**src/rtl/timer_dev.sv**
```systemverilog
// Memory-mapped programmable interval timer with one-shot and auto-reload modes.
// Optional 8-bit tick prescaler at word 3, enabled by defining TIMER_PRESCALE_EN.
module timer_dev #(
  parameter int unsigned COUNT_W = 32
) (
  input  logic        clk,
  input  logic        rst,
  input  logic [1:0]  Addr,
  input  logic [31:0] Din,
  input  logic        We,
  output logic [31:0] Dout,
  output logic        IRQ
);

  typedef enum logic [1:0] {
    S_IDLE,
    S_LOAD,
    S_CNT,
    S_INT
  } state_e;

  state_e               state_q, state_d;
  logic [3:0]           ctrl_q, ctrl_d;
  logic [COUNT_W-1:0]   preset_q, preset_d;
  logic [COUNT_W-1:0]   count_q, count_d;
  logic                 irq_pend_q, irq_pend_d;
  logic                 tick;

  logic                 wr_ctrl, wr_preset, en, mode_reload;

  assign wr_ctrl     = We && (Addr == 2'd0);
  assign wr_preset   = We && (Addr == 2'd1);
  assign en          = ctrl_q[0];
  assign mode_reload = (ctrl_q[2:1] == 2'b01);

`ifdef TIMER_PRESCALE_EN
  logic [7:0] prescale_q, prescale_d;
  logic [7:0] psc_cnt_q, psc_cnt_d;
  logic       wr_psc;

  assign wr_psc = We && (Addr == 2'd3);
  assign tick   = (psc_cnt_q == prescale_q);

  always_comb begin
    prescale_d = prescale_q;
    psc_cnt_d  = psc_cnt_q;
    if (wr_psc) begin
      prescale_d = Din[7:0];
    end
    if ((state_q == S_IDLE) || (state_q == S_LOAD)) begin
      psc_cnt_d = '0;
    end else if ((state_q == S_CNT) && en) begin
      psc_cnt_d = tick ? 8'd0 : psc_cnt_q + 8'd1;
    end
  end

  always_ff @(posedge clk or negedge rst) begin
    if (!rst) begin
      prescale_q <= '0;
      psc_cnt_q  <= '0;
    end else begin
      prescale_q <= prescale_d;
      psc_cnt_q  <= psc_cnt_d;
    end
  end
`else
  assign tick = 1'b1;
`endif

  always_comb begin
    state_d    = state_q;
    ctrl_d     = ctrl_q;
    preset_d   = preset_q;
    count_d    = count_q;
    irq_pend_d = irq_pend_q;

    if (wr_preset) begin
      preset_d = Din[COUNT_W-1:0];
    end
    // One-shot acknowledge; a new expiry at the same edge overrides it below.
    if (!mode_reload && (wr_ctrl || wr_preset)) begin
      irq_pend_d = 1'b0;
    end

    unique case (state_q)
      S_IDLE: begin
        if (en) begin
          state_d = S_LOAD;
        end
      end
      S_LOAD: begin
        count_d = preset_q;
        state_d = S_CNT;
      end
      S_CNT: begin
        if (!en) begin
          state_d = S_IDLE;
        end else if (tick) begin
          if (count_q > COUNT_W'(1)) begin
            count_d = count_q - COUNT_W'(1);
          end else begin
            count_d    = '0;
            irq_pend_d = 1'b1;
            state_d    = S_INT;
          end
        end
      end
      S_INT: begin
        if (mode_reload) begin
          irq_pend_d = 1'b0;
          state_d    = S_LOAD;
        end else begin
          ctrl_d[0] = 1'b0;
          state_d   = S_IDLE;
        end
      end
      default: state_d = S_IDLE;
    endcase

    // Applied last so a CTRL write beats the one-shot enable clear.
    if (wr_ctrl) begin
      ctrl_d = Din[3:0];
    end
  end

  always_ff @(posedge clk or negedge rst) begin
    if (!rst) begin
      state_q    <= S_IDLE;
      ctrl_q     <= '0;
      preset_q   <= '0;
      count_q    <= '0;
      irq_pend_q <= 1'b0;
    end else begin
      state_q    <= state_d;
      ctrl_q     <= ctrl_d;
      preset_q   <= preset_d;
      count_q    <= count_d;
      irq_pend_q <= irq_pend_d;
    end
  end

  assign IRQ = irq_pend_q & ctrl_q[3];

  always_comb begin
    Dout = '0;
    unique case (Addr)
      2'd0: Dout = {28'd0, ctrl_q};
      2'd1: Dout = 32'(preset_q);
      2'd2: Dout = 32'(count_q);
`ifdef TIMER_PRESCALE_EN
      2'd3: Dout = {24'd0, prescale_q};
`else
      2'd3: Dout = '0;
`endif
      default: Dout = '0;
    endcase
  end

endmodule

```
**config.mk**
```make
export PLATFORM = sky130hd
export DESIGN_NAME = timer_dev
export DESIGN_NICKNAME = d
export VERILOG_FILES = /design/src/rtl/timer_dev.sv
export SDC_FILE = /design/constraint.sdc
export NUM_CORES = 1
export LEC_CHECK = 0
export BUFFER_PORTS_ARGS = -buffer_cell sky130_fd_sc_hd__buf_2
export CORE_UTILIZATION = 54
export DETAILED_ROUTE_END_ITERATION = 8
export PLACE_DENSITY_LB_ADDON = 0.05
export REMOVE_ABC_BUFFERS = 1
export SLEW_MARGIN = 10
export SYNTH_ARGS = -nofsm -noshare
export SYNTH_HDL_FRONTEND = slang
export SYNTH_SLANG_ARGS = --single-unit
```
**constraint.sdc**
```tcl
create_clock -name clk -period 3 [get_ports clk]
set_clock_uncertainty 0.2 [all_clocks]
set_input_delay 0.3 -clock clk [delete_from_list [all_inputs] [get_ports clk]]
set_output_delay 0.3 -clock clk [all_outputs]
set_load 0.05 [all_outputs]
```
==> Yosys cells after proc, flatten, opt, wreduce, memory -nomap -nowiden <==
Index checks and enable logic that the tools add are counted.
{ "totals": {"word_cells": 49, "ff_bits": 71} }
{ "op_classes": {"addsub": 1, "reduce_logical": 12, "eq_ne": 11, "magnitude_cmp": 1, "n_mux": 17, "n_bitwise": 1} }
{ "ops": {"columns": ["operator", "count"], "rows": [
  ["case mux 32 bit (4 select lines)", 1],
  ["two-way mux 32 bit", 2],
  ["case mux 32 bit (2 select lines)", 1],
  ["> comparator 32 x 1 -> 1 bit, second input constant", 1],
  ["subtractor 32 x 1 -> 32 bit, second input constant", 1],
  ["equality test 2 bit, second input constant", 4],
  ["two-way mux 1 bit", 8],
  ["case mux 2 bit (4 select lines)", 1],
  ["equality test 2 x 1 -> 1 bit, second input constant", 3],
  ["two-way mux 2 bit", 3],
  ["inequality test 2 bit, second input constant", 3],
  ["AND reduction 2 bit", 3],
  ["zero test 2 bit", 2],
  ["nonzero test 2 bit", 2],
  ["logical AND 1 bit", 3],
  ["inequality test 3 bit, second input constant", 1],
  ["case mux 1 bit (2 select lines)", 1],
  ["AND 1 bit", 1],
  ["zero test 1 bit", 1],
  ["logical OR 1 bit", 1]
]} }

==> Depth between registers and ports, before layout <==
{ "depth": {"depth_word": 8, "mapped_depth": 9, "ltp_nobuf": 7} }

==> Worst setup path after synthesis <==
OpenSTA, ideal clock, no wires.
{ "synth_timing": {"kind": "register -> register", "startpoint": "reg count_q[4]", "endpoint": "reg count_q[6]", "n_path_buf": 3, "required_time_ps": 2674, "slack_ps": 711, "t_arrival_ps": 1963, "path_stages_with_launch": 9, "path_cell_list": "dfrtp_1 -> buf_6 -> or4_4 -> nor3_4 -> a31o_2 -> buf_6 -> buf_6 -> nor4_1 -> a221o_1"} }
{ "synth_between": {"elab_chain_cells": 4, "word_cells_on_any_way": 5} }
{ "synth_lines": {"columns": ["item", "line_no", "source"], "rows": [
  ["start: declaration", "25", "logic [COUNT_W-1:0] count_q, count_d;"],
  ["start signal: assignment", "137", "count_q <= count_d;"],
  ["subtractor 32 x 1 -> 32 bit / > comparator 32 x 1 -> 1 bit (equally long branches)", "100, 99", null],
  ["two-way mux 32 bit *", "99", "if (count_q > COUNT_W'(1)) begin"],
  ["two-way mux 32 bit *", "96", "if (!en) begin"],
  ["case mux 32 bit (2 select lines) *", "85", "unique case (state_q)"]
]} }
Every way passes the cells marked *; elsewhere a longest branch is shown, timed or not. The select of a mux whose other input is x is not followed.
A chain may end at the register's enable or synchronous reset.

==> Final worst setup path <==
{ "layout_timing": {"startpoint": "reg count_q[11]", "endpoint": "reg count_q[21]"} }
The elaborated chain is that of the path after synthesis.

==> flow_summary.toml <==
[grt]
grt_max_degree = 39
gr-total-overflow = 0
grt_pass1_vias = 3437
grt_use_total_pct = 28.8
grt_pass1_wl_um = 17000
antenna_found_initial = 0

[timing]
relSlewSlack_pct = 48.2
tightest_slew_ps = 775
rsz0062_at_grt = "false"
fmax_mhz = 364
maxSlewViolCount = 0
period_minus_slack_ps = 2750
hold_viol_final = 0
setup_viol = 0
finalCritPeriodShare_pct = 91.6
tns_ps = 0

[critical_path]
worstPathMaxFanout = 8
crit_arrival_ps = 2790
worstSetupEndpointType = "flop"
path_class = "reg2reg"
r2r_slack_ps = 250
cp-start-kind = "flop"
required_ps = 3040

[synth]
synth_seq_cells = 71
yosysWarningCount = 0
ys_seq_area_share_pct = 44.6
synth_cell_types = 48
synth_edf_count = 0
syn_area_per_cell_um2 = 10.4
ys.flop_type = "dfrtp_1"
synth_area_mm2 = 0.00399
netlist_instances = 385
async_flop_share_pct = 100

[placement]
portBuffers = 69
dp_hpwl_um = 6830
gp_congestion = 0.834

[final_layout]
final_layout_size_suffix_gt1_share_pct = 29.8
area_delta_synth_final_pct = 24.4
antennaDiodeCount = 0
fin_nets = 517
final_common_cell = "dfrtp_1"
final_cell_mix = "dfrtp_1, buf_2, mux2_2"

[floorplan]
initial_core_util_pct = 57.4
die_h_um = 87.9
num_io_pins = 70
coreArea_mm2 = 0.00694
rows = 30
die-area_mm2 = 0.00773
die_w_um = 87.9

[power]
switching_power_w = 0.00198
p_sw_share_pct = 44.2
powerDensity_mw_per_mm2 = 903
ir_worst_vdd_v = 0.000479
p_clk_share_pct = 18.2
power_w = 0.00448
power.leakage_nw = 2.15
p_int_w = 0.00250
seq_power_share_pct = 37.9
combPwrFrac_pct = 43.8

[clock_network]
numCtsBuffers = 9
cts_max_path_buffers = 2
cts_max_level = 3
cts-root-buf = "clkbuf_8"
cts_tree = "done"
numClockSinks = 71
clk_pin_slew_ps = 80
clkLatencyLatePin_ps = 350
cts_setup_buffers = 0

[status]
status = "complete, no violations"

[run]
maxCapViolations = 0

[drt]
num_vias = 3592
drt_iter0_drc = 231
wl_per_cell_um = 17.8
wl_um = 10300
firstDrtPassIters = 5
final_antenna_net_count = 0
drc_errors = 0
vias_per_cell = 6.20

[worst_hold_path]
hold_path_class = "in2reg"
[power by group through the flow]
stage          Combinational [W]  Sequential (W)  Clock (W)
3_5_place_dp             0.00191         0.00170          0
5_1_grt                  0.00214         0.00175   0.000868
3_3_place_gp             0.00188         0.00169          0
2_1_floorplan            0.00139         0.00159          0
6_report                 0.00196         0.00170   0.000818
4_1_cts                  0.00195         0.00169   0.000828
[synthesized netlist by cell type (2+ instances only)]
cell / number / area, µm²
o211ai_1: 3 / 22.5
nand2_1: 16 / 60.1
inv_1: 9 / 33.8
nor4_2: 2 / 25.0
a31oi_1: 2 / 12.5
nand2b_1: 4 / 25.0
nor4b_1: 3 / 26.3
o22ai_1: 5 / 31.3
a32oi_1: 9 / 78.8
o21ai_0: 23 / 115
a32o_1: 2 / 20.0
clkbuf_1: 22 / 82.6
a221o_1: 9 / 90.1
ha_1: 2 / 25.0
a21oi_1: 4 / 20.0
buf_1: 3 / 11.3
and2_1: 2 / 12.5
a22o_1: 32 / 280
buf_2: 2 / 10.0
and3_1: 4 / 25.0
a22oi_1: 5 / 37.5
o31ai_1: 4 / 30.0
nor2b_1: 5 / 31.3
or4_1: 6 / 45.0
o21ai_1: 8 / 40.0
mux2i_1: 9 / 90.1
o2bb2ai_1: 5 / 43.8
mux2_2: 35 / 394
buf_6: 4 / 45.0
nand4_1: 3 / 18.8
or2_2: 2 / 12.5
or3_1: 4 / 25.0
nor2_1: 16 / 60.1
nand3_1: 9 / 45.0
a21o_1: 4 / 30.0
nor4_1: 14 / 87.6
nor3b_1: 2 / 15.0
nor3_1: 12 / 60.1
dfrtp_1: 71 / 1780
[stage by stage]
stage	cells	utilization [%]	instance area [µm²]	setup WS (ps)	hold WS, ps
2_1_floorplan	354	-	3840	-230	-196
3_3_place_gp	531	63.7	4420	416	217
3_5_place_dp	531	63.7	4420	395	215
4_1_cts	579	71.5	4960	376	1.95
5_1_grt	579	71.5	4960	89.0	24.2
6_report	579	71.5	4960	253	0.971
[final cells by class]
type,count,area [µm²]
clock buffers,12,165
flip-flops and latches,71,1780
repair buffers,113,781
fillers,514,1980
inverters,9,33.8
multi-input cells,274,2030
clock inverters,4,52.6
well taps,96,120
[final timing paths]
kind / endpoint / start / depth (start not counted)
max: count_q[21]$_DFFE_PN0P_ / count_q[11]$_DFFE_PN0P_ / 5
min: ctrl_q[1]$_DFFE_PN0P_ / Din[1] / 2
max reg2reg: count_q[21]$_DFFE_PN0P_ / count_q[11]$_DFFE_PN0P_ / 5
max in group asynchronous: ctrl_q[0]$_DFFE_PN0P_ / rst / 3
min reg2reg: ctrl_q[1]$_DFFE_PN0P_ / ctrl_q[1]$_DFFE_PN0P_ / 1
min in group asynchronous: preset_q[10]$_DFFE_PN0P_ / rst / 2
[worst max-delay path: stages, from the launching register on]
cell and delay (ps):
dfrtp_1 430, nor4_1 620, nand4_1 490, nor4_1 480
o21ai_1 110, a221o_1 320
[state kept, by name, summed over array words and instances (netlist names)]
| name | cells |
|---|---|
| preset_q | 32 |
| count_q | 32 |
| irq_pend_q | 1 |
| ctrl_q | 4 |
| state_q | 2 |
[metal layers]
layer / GRT usage, % / vias to the layer above / part of all wire, %
met3: 3.86 / 20 / 6.4
met4: 11.8 / 0 / 1.9
met1: 39.7 / 1734 / 45
met5: 0 / - / 0
met2: 45.9 / 157 / 46
li1: - / 1681 / -
[logic make-up (layout without fill, tap and decap cells)]
group           count (synthesis)  count (layout)  share of synthesized area (%)
fa+ha+maj                       2               2                          0.627
mux                            44              44                           12.1
buf+inv                        40             138                           4.58
simple gates                  107             107                           15.3
compound gates                121             121                           22.8
flops                          71              71                           44.6
[what timing repair did]
item / in CTS / in global routing
hold buffers: 32 / 0
resized for setup: 0 / 0
endpoints found under the hold margin: 66 / 0
Power figures use the tool's default switching activity.
